[config.mk]
export PLATFORM = sky130hd
export DESIGN_NAME = vga_tile_renderer
export DESIGN_NICKNAME = d
export VERILOG_FILES = /design/src/rtl/vga_tile_renderer.sv
export SDC_FILE = /design/constraint.sdc
export NUM_CORES = 1
export LEC_CHECK = 0
export CAP_MARGIN = 20
export CORE_MARGIN = 1
export CORE_UTILIZATION = 25
export CTS_BUF_LIST = sky130_fd_sc_hd__clkbuf_8
export CTS_CLUSTER_SIZE = 16
export DETAILED_ROUTE_END_ITERATION = 16
export GPL_ROUTABILITY_DRIVEN = 0
export GPL_TIMING_DRIVEN = 0
export PLACE_DENSITY = 0.49
export SLEW_MARGIN = 40
export SYNTH_ARGS = -nofsm -noshare
export SYNTH_HDL_FRONTEND = slang
export SYNTH_SLANG_ARGS = --single-unit
[constraint.sdc]
create_clock -name clk -period 1.9 [get_ports clk]
set_input_delay 0.38 -clock clk [delete_from_list [all_inputs] [get_ports clk]]
set_output_delay 0.38 -clock clk [all_outputs]
set_load 0.005 [all_outputs]
[src/rtl/vga_tile_renderer.sv]
// VGA raster timing generator with a two-stage tile-map pixel pipeline.
// Optional build macro: VGA_TILE_BORDER_EN (grid-dot separator on apple/head/body tiles).
module vga_tile_renderer #(
    parameter int unsigned CLK_DIV   = 2,
    parameter int unsigned H_ACTIVE  = 640,
    parameter int unsigned H_FP      = 16,
    parameter int unsigned H_SYNC    = 96,
    parameter int unsigned H_BP      = 48,
    parameter int unsigned V_ACTIVE  = 480,
    parameter int unsigned V_FP      = 10,
    parameter int unsigned V_SYNC    = 2,
    parameter int unsigned V_BP      = 33,
    parameter int unsigned TILE_LOG2 = 4,
    parameter int unsigned TX_W      = 6,
    parameter int unsigned TY_W      = 5,
    parameter int unsigned COLOR_W   = 3,
    parameter logic [COLOR_W-1:0] HEAD_COLOR  = COLOR_W'(3'b010),
    parameter logic [COLOR_W-1:0] BODY_COLOR  = COLOR_W'(3'b011),
    parameter logic [COLOR_W-1:0] WALL_COLOR  = COLOR_W'(3'b101),
    parameter logic [COLOR_W-1:0] APPLE_COLOR = COLOR_W'(3'b001)
) (
    input  logic               clk,
    input  logic               reset,
    output logic [TX_W-1:0]    tile_x,
    output logic [TY_W-1:0]    tile_y,
    input  logic [1:0]         tile_type,
    input  logic [TX_W-1:0]    apple_x,
    input  logic [TY_W-1:0]    apple_y,
    output logic               h_sync,
    output logic               v_sync,
    output logic               de,
    output logic [COLOR_W-1:0] color_out,
    output logic               frame_start
);

    localparam int unsigned H_TOTAL = H_ACTIVE + H_FP + H_SYNC + H_BP;
    localparam int unsigned V_TOTAL = V_ACTIVE + V_FP + V_SYNC + V_BP;
    localparam int unsigned HCW     = $clog2(H_TOTAL);
    localparam int unsigned VCW     = $clog2(V_TOTAL);
    localparam int unsigned DIV_W   = (CLK_DIV > 1) ? $clog2(CLK_DIV) : 1;

    localparam int unsigned H_SYNC_LO = H_ACTIVE + H_FP;
    localparam int unsigned H_SYNC_HI = H_ACTIVE + H_FP + H_SYNC;
    localparam int unsigned V_SYNC_LO = V_ACTIVE + V_FP;
    localparam int unsigned V_SYNC_HI = V_ACTIVE + V_FP + V_SYNC;

    localparam logic [1:0] TILE_NONE = 2'b00;
    localparam logic [1:0] TILE_HEAD = 2'b01;
    localparam logic [1:0] TILE_BODY = 2'b10;
    localparam logic [1:0] TILE_WALL = 2'b11;

    logic [DIV_W-1:0] div_cnt;
    logic             pix_ce;
    logic [HCW-1:0]   h_cnt;
    logic [VCW-1:0]   v_cnt;
    logic             h_last;
    logic             v_last;

    // Raster decode of the current counter position
    logic             h_act;
    logic             v_act;
    logic             h_sync_raw;
    logic             v_sync_raw;
    logic [TX_W-1:0]  tx_cur;
    logic [TY_W-1:0]  ty_cur;
    logic             apple_hit;

    // Stage-1 registers, aligned with the tile request on tile_x/tile_y
    logic             s1_active;
    logic             s1_apple;
    logic             s1_hs;
    logic             s1_vs;
    logic             s1_first;
`ifdef VGA_TILE_BORDER_EN
    logic [TILE_LOG2-1:0] s1_lox;
    logic [TILE_LOG2-1:0] s1_loy;
`endif

    logic [COLOR_W-1:0] color_nxt;

    // Pixel-clock enable: one system clock in every CLK_DIV
    assign pix_ce = (32'(div_cnt) == CLK_DIV - 1);

    always_ff @(posedge clk) begin
        if (reset) begin
            div_cnt <= '0;
        end else if (pix_ce) begin
            div_cnt <= '0;
        end else begin
            div_cnt <= div_cnt + DIV_W'(1);
        end
    end

    assign h_last = (32'(h_cnt) == H_TOTAL - 1);
    assign v_last = (32'(v_cnt) == V_TOTAL - 1);

    // Horizontal and vertical raster counters
    always_ff @(posedge clk) begin
        if (reset) begin
            h_cnt <= '0;
            v_cnt <= '0;
        end else if (pix_ce) begin
            if (h_last) begin
                h_cnt <= '0;
                if (v_last) begin
                    v_cnt <= '0;
                end else begin
                    v_cnt <= v_cnt + VCW'(1);
                end
            end else begin
                h_cnt <= h_cnt + HCW'(1);
            end
        end
    end

    always_comb begin
        h_act      = (32'(h_cnt) < H_ACTIVE);
        v_act      = (32'(v_cnt) < V_ACTIVE);
        h_sync_raw = !((32'(h_cnt) >= H_SYNC_LO) && (32'(h_cnt) < H_SYNC_HI));
        v_sync_raw = !((32'(v_cnt) >= V_SYNC_LO) && (32'(v_cnt) < V_SYNC_HI));
        tx_cur     = TX_W'(h_cnt >> TILE_LOG2);
        ty_cur     = TY_W'(v_cnt >> TILE_LOG2);
        apple_hit  = (tx_cur == apple_x) && (ty_cur == apple_y);
    end

    // Stage 1: issue the tile request and carry the pixel attributes alongside it
    always_ff @(posedge clk) begin
        if (reset) begin
            tile_x    <= '0;
            tile_y    <= '0;
            s1_active <= 1'b0;
            s1_apple  <= 1'b0;
            s1_hs     <= 1'b1;
            s1_vs     <= 1'b1;
            s1_first  <= 1'b0;
        end else if (pix_ce) begin
            tile_x    <= tx_cur;
            tile_y    <= ty_cur;
            s1_active <= h_act && v_act;
            s1_apple  <= apple_hit;
            s1_hs     <= h_sync_raw;
            s1_vs     <= v_sync_raw;
            s1_first  <= (h_cnt == '0) && (v_cnt == '0);
        end
    end

`ifdef VGA_TILE_BORDER_EN
    // Sub-tile offset, only needed for the grid-dot separator
    always_ff @(posedge clk) begin
        if (reset) begin
            s1_lox <= '0;
            s1_loy <= '0;
        end else if (pix_ce) begin
            s1_lox <= h_cnt[TILE_LOG2-1:0];
            s1_loy <= v_cnt[TILE_LOG2-1:0];
        end
    end
`endif

    // Palette lookup: blanking, then apple, then tile content
    always_comb begin
        color_nxt = '0;
        if (s1_active) begin
            if (s1_apple) begin
                color_nxt = APPLE_COLOR;
            end else begin
                case (tile_type)
                    TILE_WALL: color_nxt = WALL_COLOR;
                    TILE_HEAD: color_nxt = HEAD_COLOR;
                    TILE_BODY: color_nxt = BODY_COLOR;
                    TILE_NONE: color_nxt = '0;
                    default:   color_nxt = '0;
                endcase
            end
`ifdef VGA_TILE_BORDER_EN
            if ((s1_lox == '0) && (s1_loy == '0) &&
                (s1_apple || (tile_type == TILE_HEAD) || (tile_type == TILE_BODY))) begin
                color_nxt = '0;
            end
`endif
        end
    end

    // Stage 2: registered pixel outputs, all sharing the same latency
    always_ff @(posedge clk) begin
        if (reset) begin
            h_sync    <= 1'b1;
            v_sync    <= 1'b1;
            de        <= 1'b0;
            color_out <= '0;
        end else if (pix_ce) begin
            h_sync    <= s1_hs;
            v_sync    <= s1_vs;
            de        <= s1_active;
            color_out <= color_nxt;
        end
    end

    // Single-clock marker on the cycle pixel (0,0) reaches the outputs
    always_ff @(posedge clk) begin
        if (reset) begin
            frame_start <= 1'b0;
        end else begin
            frame_start <= pix_ce && s1_first;
        end
    end

endmodule

# Word level (Yosys, flattened, before mapping)

Cells that the tools add are included.

Output and inout bits: 18
Flip-flop bits (word level): 44
Logic and storage cells: 49

Reduce and logical (&&, ||, !) cells: 13
Order comparisons: 6
Equality and inequality tests: 7
Add/subtract/negate cells: 3
Mux-type cells: 5

Operators with widths:

| operator              | count |
|---|---|
| $add 10x1->10 const B | 2 |
| $eq 10x10->1 const B  | 2 |
| $logic_not 10->1      | 2 |
| $lt 10x10->1 const B  | 2 |
| $lt 10x9->1 const B   | 2 |
| $mux 10               | 2 |
| $pmux 3 s4            | 1 |
| $ge 10x10->1 const B  | 1 |
| $ge 10x9->1 const B   | 1 |
| $eq 6x6->1            | 1 |
| $logic_and 1x1->1     | 6 |
| $mux 3                | 2 |
| $eq 5x5->1            | 1 |
| $eq 2x2->1 const B    | 2 |
| $eq 2x1->1 const B    | 1 |
| $logic_not 1->1       | 2 |
| $logic_not 2->1       | 1 |
| $reduce_and 2->1      | 1 |
| $reduce_or 2->1       | 1 |
| $add 1x1->1 const B   | 1 |

# Logic depth before layout (Yosys ltp)

Depth in word-level cells: 4
Gate-level depth with buffers: 6
Mapped depth without buffers: 6

# Worst setup path before layout

Ideal clock, no wire load.

Path kind: register -> register
Start: register h_cnt[5]
End: register v_cnt[9]
Path slack: -0.013 ns
Path buffers: 1
Required time: 1.833 ns
Clock period less this slack: 1.913 ns
Setup time: 0.067 ns
Cell stages (with the launch flop): 6
Data arrival time: 1.846 ns
Cell sequence: dfxtp_1 > buf_6 > or3_4 > or4_4 > or3_1 > a21oi_2

Cells in the longest elaborated chain, start to end: 2

Ends and longest elaborated chain:

| what                              | RTL line | text |
|---|---|---|
| start: declaration                | 54       | `logic [HCW-1:0] h_cnt;` |
| start signal: assignment          | 111      | `h_cnt <= h_cnt + HCW'(1);` |
| $eq 10x10->1                      | 94       | `assign h_last = (32'(h_cnt) == H_TOTAL - 1);` |
| $reduce_and 2->1 (no source line) | -        |  |
| end signal: assignment            | 108      | `v_cnt <= v_cnt + VCW'(1);` |
| end: declaration                  | 55       | `logic [VCW-1:0] v_cnt;` |

No other way between the ends.
A chain may end at the register's enable or synchronous reset.

# Final worst setup path

Start: register h_cnt[6]
End: register v_cnt[7]

Same word-level chain as after synthesis.

==> results.yml <==
status:
  status: "finished clean"
global_routing:
  antenna_found_initial: 0
  grt_pass1_wl_um: 8830
  gr-usage-all-layers: 0.130
  grt_start_max_net_pins: 15
  grt_pass1_vias: 1756
  overflow: 0
cts:
  clk_path_buf_depth: 2
  insertion_delay_ns: 0.30
  clk_pin_slew_ns: 0.09
  cts_sinks: 44
  cts_hold_buf: 0
  cts_tree: "built"
  cts_root_buf: "clkbuf_8"
  cts_buffers: 5
  htree_num_levels: 2
yosys:
  synth_top_cells_by_count: "dfxtp_1, nor2_1, clkbuf_1"
  syn_avg_cell_area_um2: 8.75
  synth_seq_area_share: 0.416
  synth_largest_area_cell: "dfxtp_1"
  ys.flop_type: "dfxtp_1"
  synth.most_common_cell: "dfxtp_1"
  synth_warnings: 0
  synth_cell_type_count: 39
  syn_nets: 262
  async_flop_share: 0
  synth_edf_count: 0
  yosysTopAreaCellShare: 0.416
  ys_seq_elements: 44
  synthTopCellsByArea: "dfxtp_1, xor2_1, mux2i_1"
  syn_inst: 242
  synth_area_um2: 2120
placed_design:
  place_inst: 378
  hpwl_um: 3790
  io_buffers: 31
  place_area_um2: 2560
  pre_cts_slack_ns: -0.331
final_layout:
  seq_area_um2: 896
  final_util: 0.328
  multiInputGateArea_um2: 1160
  drive_above_1_share: 0.117
  design_area_um2: 2690
  layout.nets: 293
  area_delta_synth_final_pct: 27.2
  nFillCells: 885
  instances_no_fill: 379
  n_antenna_cell: 0
power_and_ir_drop:
  power.leakage_nw: 0.935
  p_per_area_nw_per_um2: 637
  ir_drop_mv: 0.310
  p_total_mw: 1.72
setup_path:
  required_ns: 2.14
  cp-end-kind: "flip-flop"
  crit_fanout: 8
  crit_type: "reg -> reg"
  ff2ff_path_depth: 4
  rr_endpoint: "v_cnt[7]$_SDFFE_PP0P_"
  r2r_start: "h_cnt[6]$_SDFFE_PP0P_"
  critical_path_arrival_ns: 2.11
  rrSetupSlack_ns: 0.03
  critPathLaunchType: "flip-flop"
floorplanning:
  io_pins: 33
  die_w_um: 94.0
  initial_core_util: 0.258
  die_h_um: 94.0
  rows: 33
  dieArea_um2: 8840
  core_um2: 8220
flow_run:
  cap_violations: 0
timing:
  maxSlewHeadroom: 0.635
  fin_tns_setup_ns: 0
  fin_ws_ns: 0.0304
  worst_slew_pin_slew_ns: 0.547
  skew_ns: 0.00865
  post-route-period-util: 0.984
  finalSetupViolCount: 0
  max_freq_mhz: 535
  min_period_ns: 1.87
  hold_violations: 0
  hold_ws_ns: 0.466
  slew_viol_final: 0
routing:
  drcViolationCount: 0
  vias_per_cell: 4.65
  dr_wl_met3_um: 168
  firstDrtPassIters: 4
  drt-met1-wl_um: 2550
  dr.max_layer_used: "met4"
  ant_nets: 0
  vias: 1763
  wl_per_cell_um: 13.7
  routed_wl_um: 5200
  wl_met2_um: 2410
  drtIter0Drc: 86
worst_hold_path:
  holdPathStages: 2
  min_from: "s1_apple$_SDFFE_PP0P_"
  min_path_type: "reg -> reg"
  holdPathEnd: "s1_apple$_SDFFE_PP0P_"
[kinds of logic (layout without fill, tap and decap cells)]
group	Yosys count	after routing	share of synthesized area
compound gates	22	22	0.0680
xor+xnor	25	25	0.103
fa+ha+maj	5	5	0.0296
buf+inv	27	59	0.0532
flops	44	44	0.416
mux	12	12	0.0567
simple gates	107	107	0.273
[state kept, by name (all words and copies together), names as in the netlist]
register	count
v_cnt	10
h_sync	1
h_cnt	10
tile_x	6
s1_apple	1
de	1
div_cnt	1
frame_start	1
s1_vs	1
color_out	3
v_sync	1
s1_first	1
tile_y	5
s1_active	1
s1_hs	1
[critical path, stage by stage, from the launching register on]
cell	delay [ns]
dfxtp_4	0.38
or3_4	0.41
or4_4	0.54
or3_4	0.39
a21oi_2	0.11
[worst max path at each step]
stage	from	slack [ns]	cells after the start	to
2_1_floorplan	h_cnt[5]$_SDFFE_PP0P_	0.03	5	v_cnt[9]$_SDFFE_PP0P_
3_3_place_gp	h_cnt[0]$_SDFFE_PP0P_	-0.30	6	h_cnt[8]$_SDFFE_PP0P_
3_5_place_dp	h_cnt[0]$_SDFFE_PP0P_	-0.33	6	h_cnt[6]$_SDFFE_PP0P_
4_1_cts	h_cnt[5]$_SDFFE_PP0P_	-0.03	5	v_cnt[8]$_SDFFE_PP0P_
5_1_grt	h_cnt[6]$_SDFFE_PP0P_	-0.01	4	v_cnt[7]$_SDFFE_PP0P_
6_report	h_cnt[6]$_SDFFE_PP0P_	0.03	4	v_cnt[7]$_SDFFE_PP0P_
[layout make-up]
class,count,area share
clock inverter,2,0.00558
tap,105,0.0488
sequential,44,0.333
multi-input combinational,171,0.432
clock buffer,6,0.0307
inverter,7,0.00976
timing repair buffer,35,0.126
buffer,9,0.0144
[power by group]
group          switching, mW  total (mW)  internal [mW]  leakage, nW
clock                  0.335       0.629          0.295       0.0434
sequential            0.0161       0.950          0.934        0.359
combinational         0.0640       0.136         0.0719        0.532
total                  0.415        1.72           1.30        0.935
[timing repair]
action                     4_1_cts  5_1_grt
pin swaps                        2        4
setup endpoints to repair       33       18
gates cloned                     0        0
resized for setup               11       12
buffers inserted                 0        4
[cell usage in the layout (no fill, tap or decap), drive strengths merged, types with 3 or more instances in the layout]
cell type	count
xor2	16
ha	5
a21oi	9
nand3	11
clkbuf	14
dfxtp	44
buf	5
or4	3
o21ai	5
nor2	30
nand2	13
or3	4
clkdlybuf4s50	31
nand2b	7
xnor2	9
and3	3
nand4b	3
inv	7
mux2i	12
nand4	9
nor2b	6
nor3	3
nor4	10
[per-layer routing]
metal | vias to the layer above | GRT usage
li1 | 896 | -
met1 | 831 | 0.173
met2 | 29 | 0.210
met3 | 7 | 0.0251
met4 | 0 | 0.0423
met5 | - | 0
(Power assumes the default switching activity.)
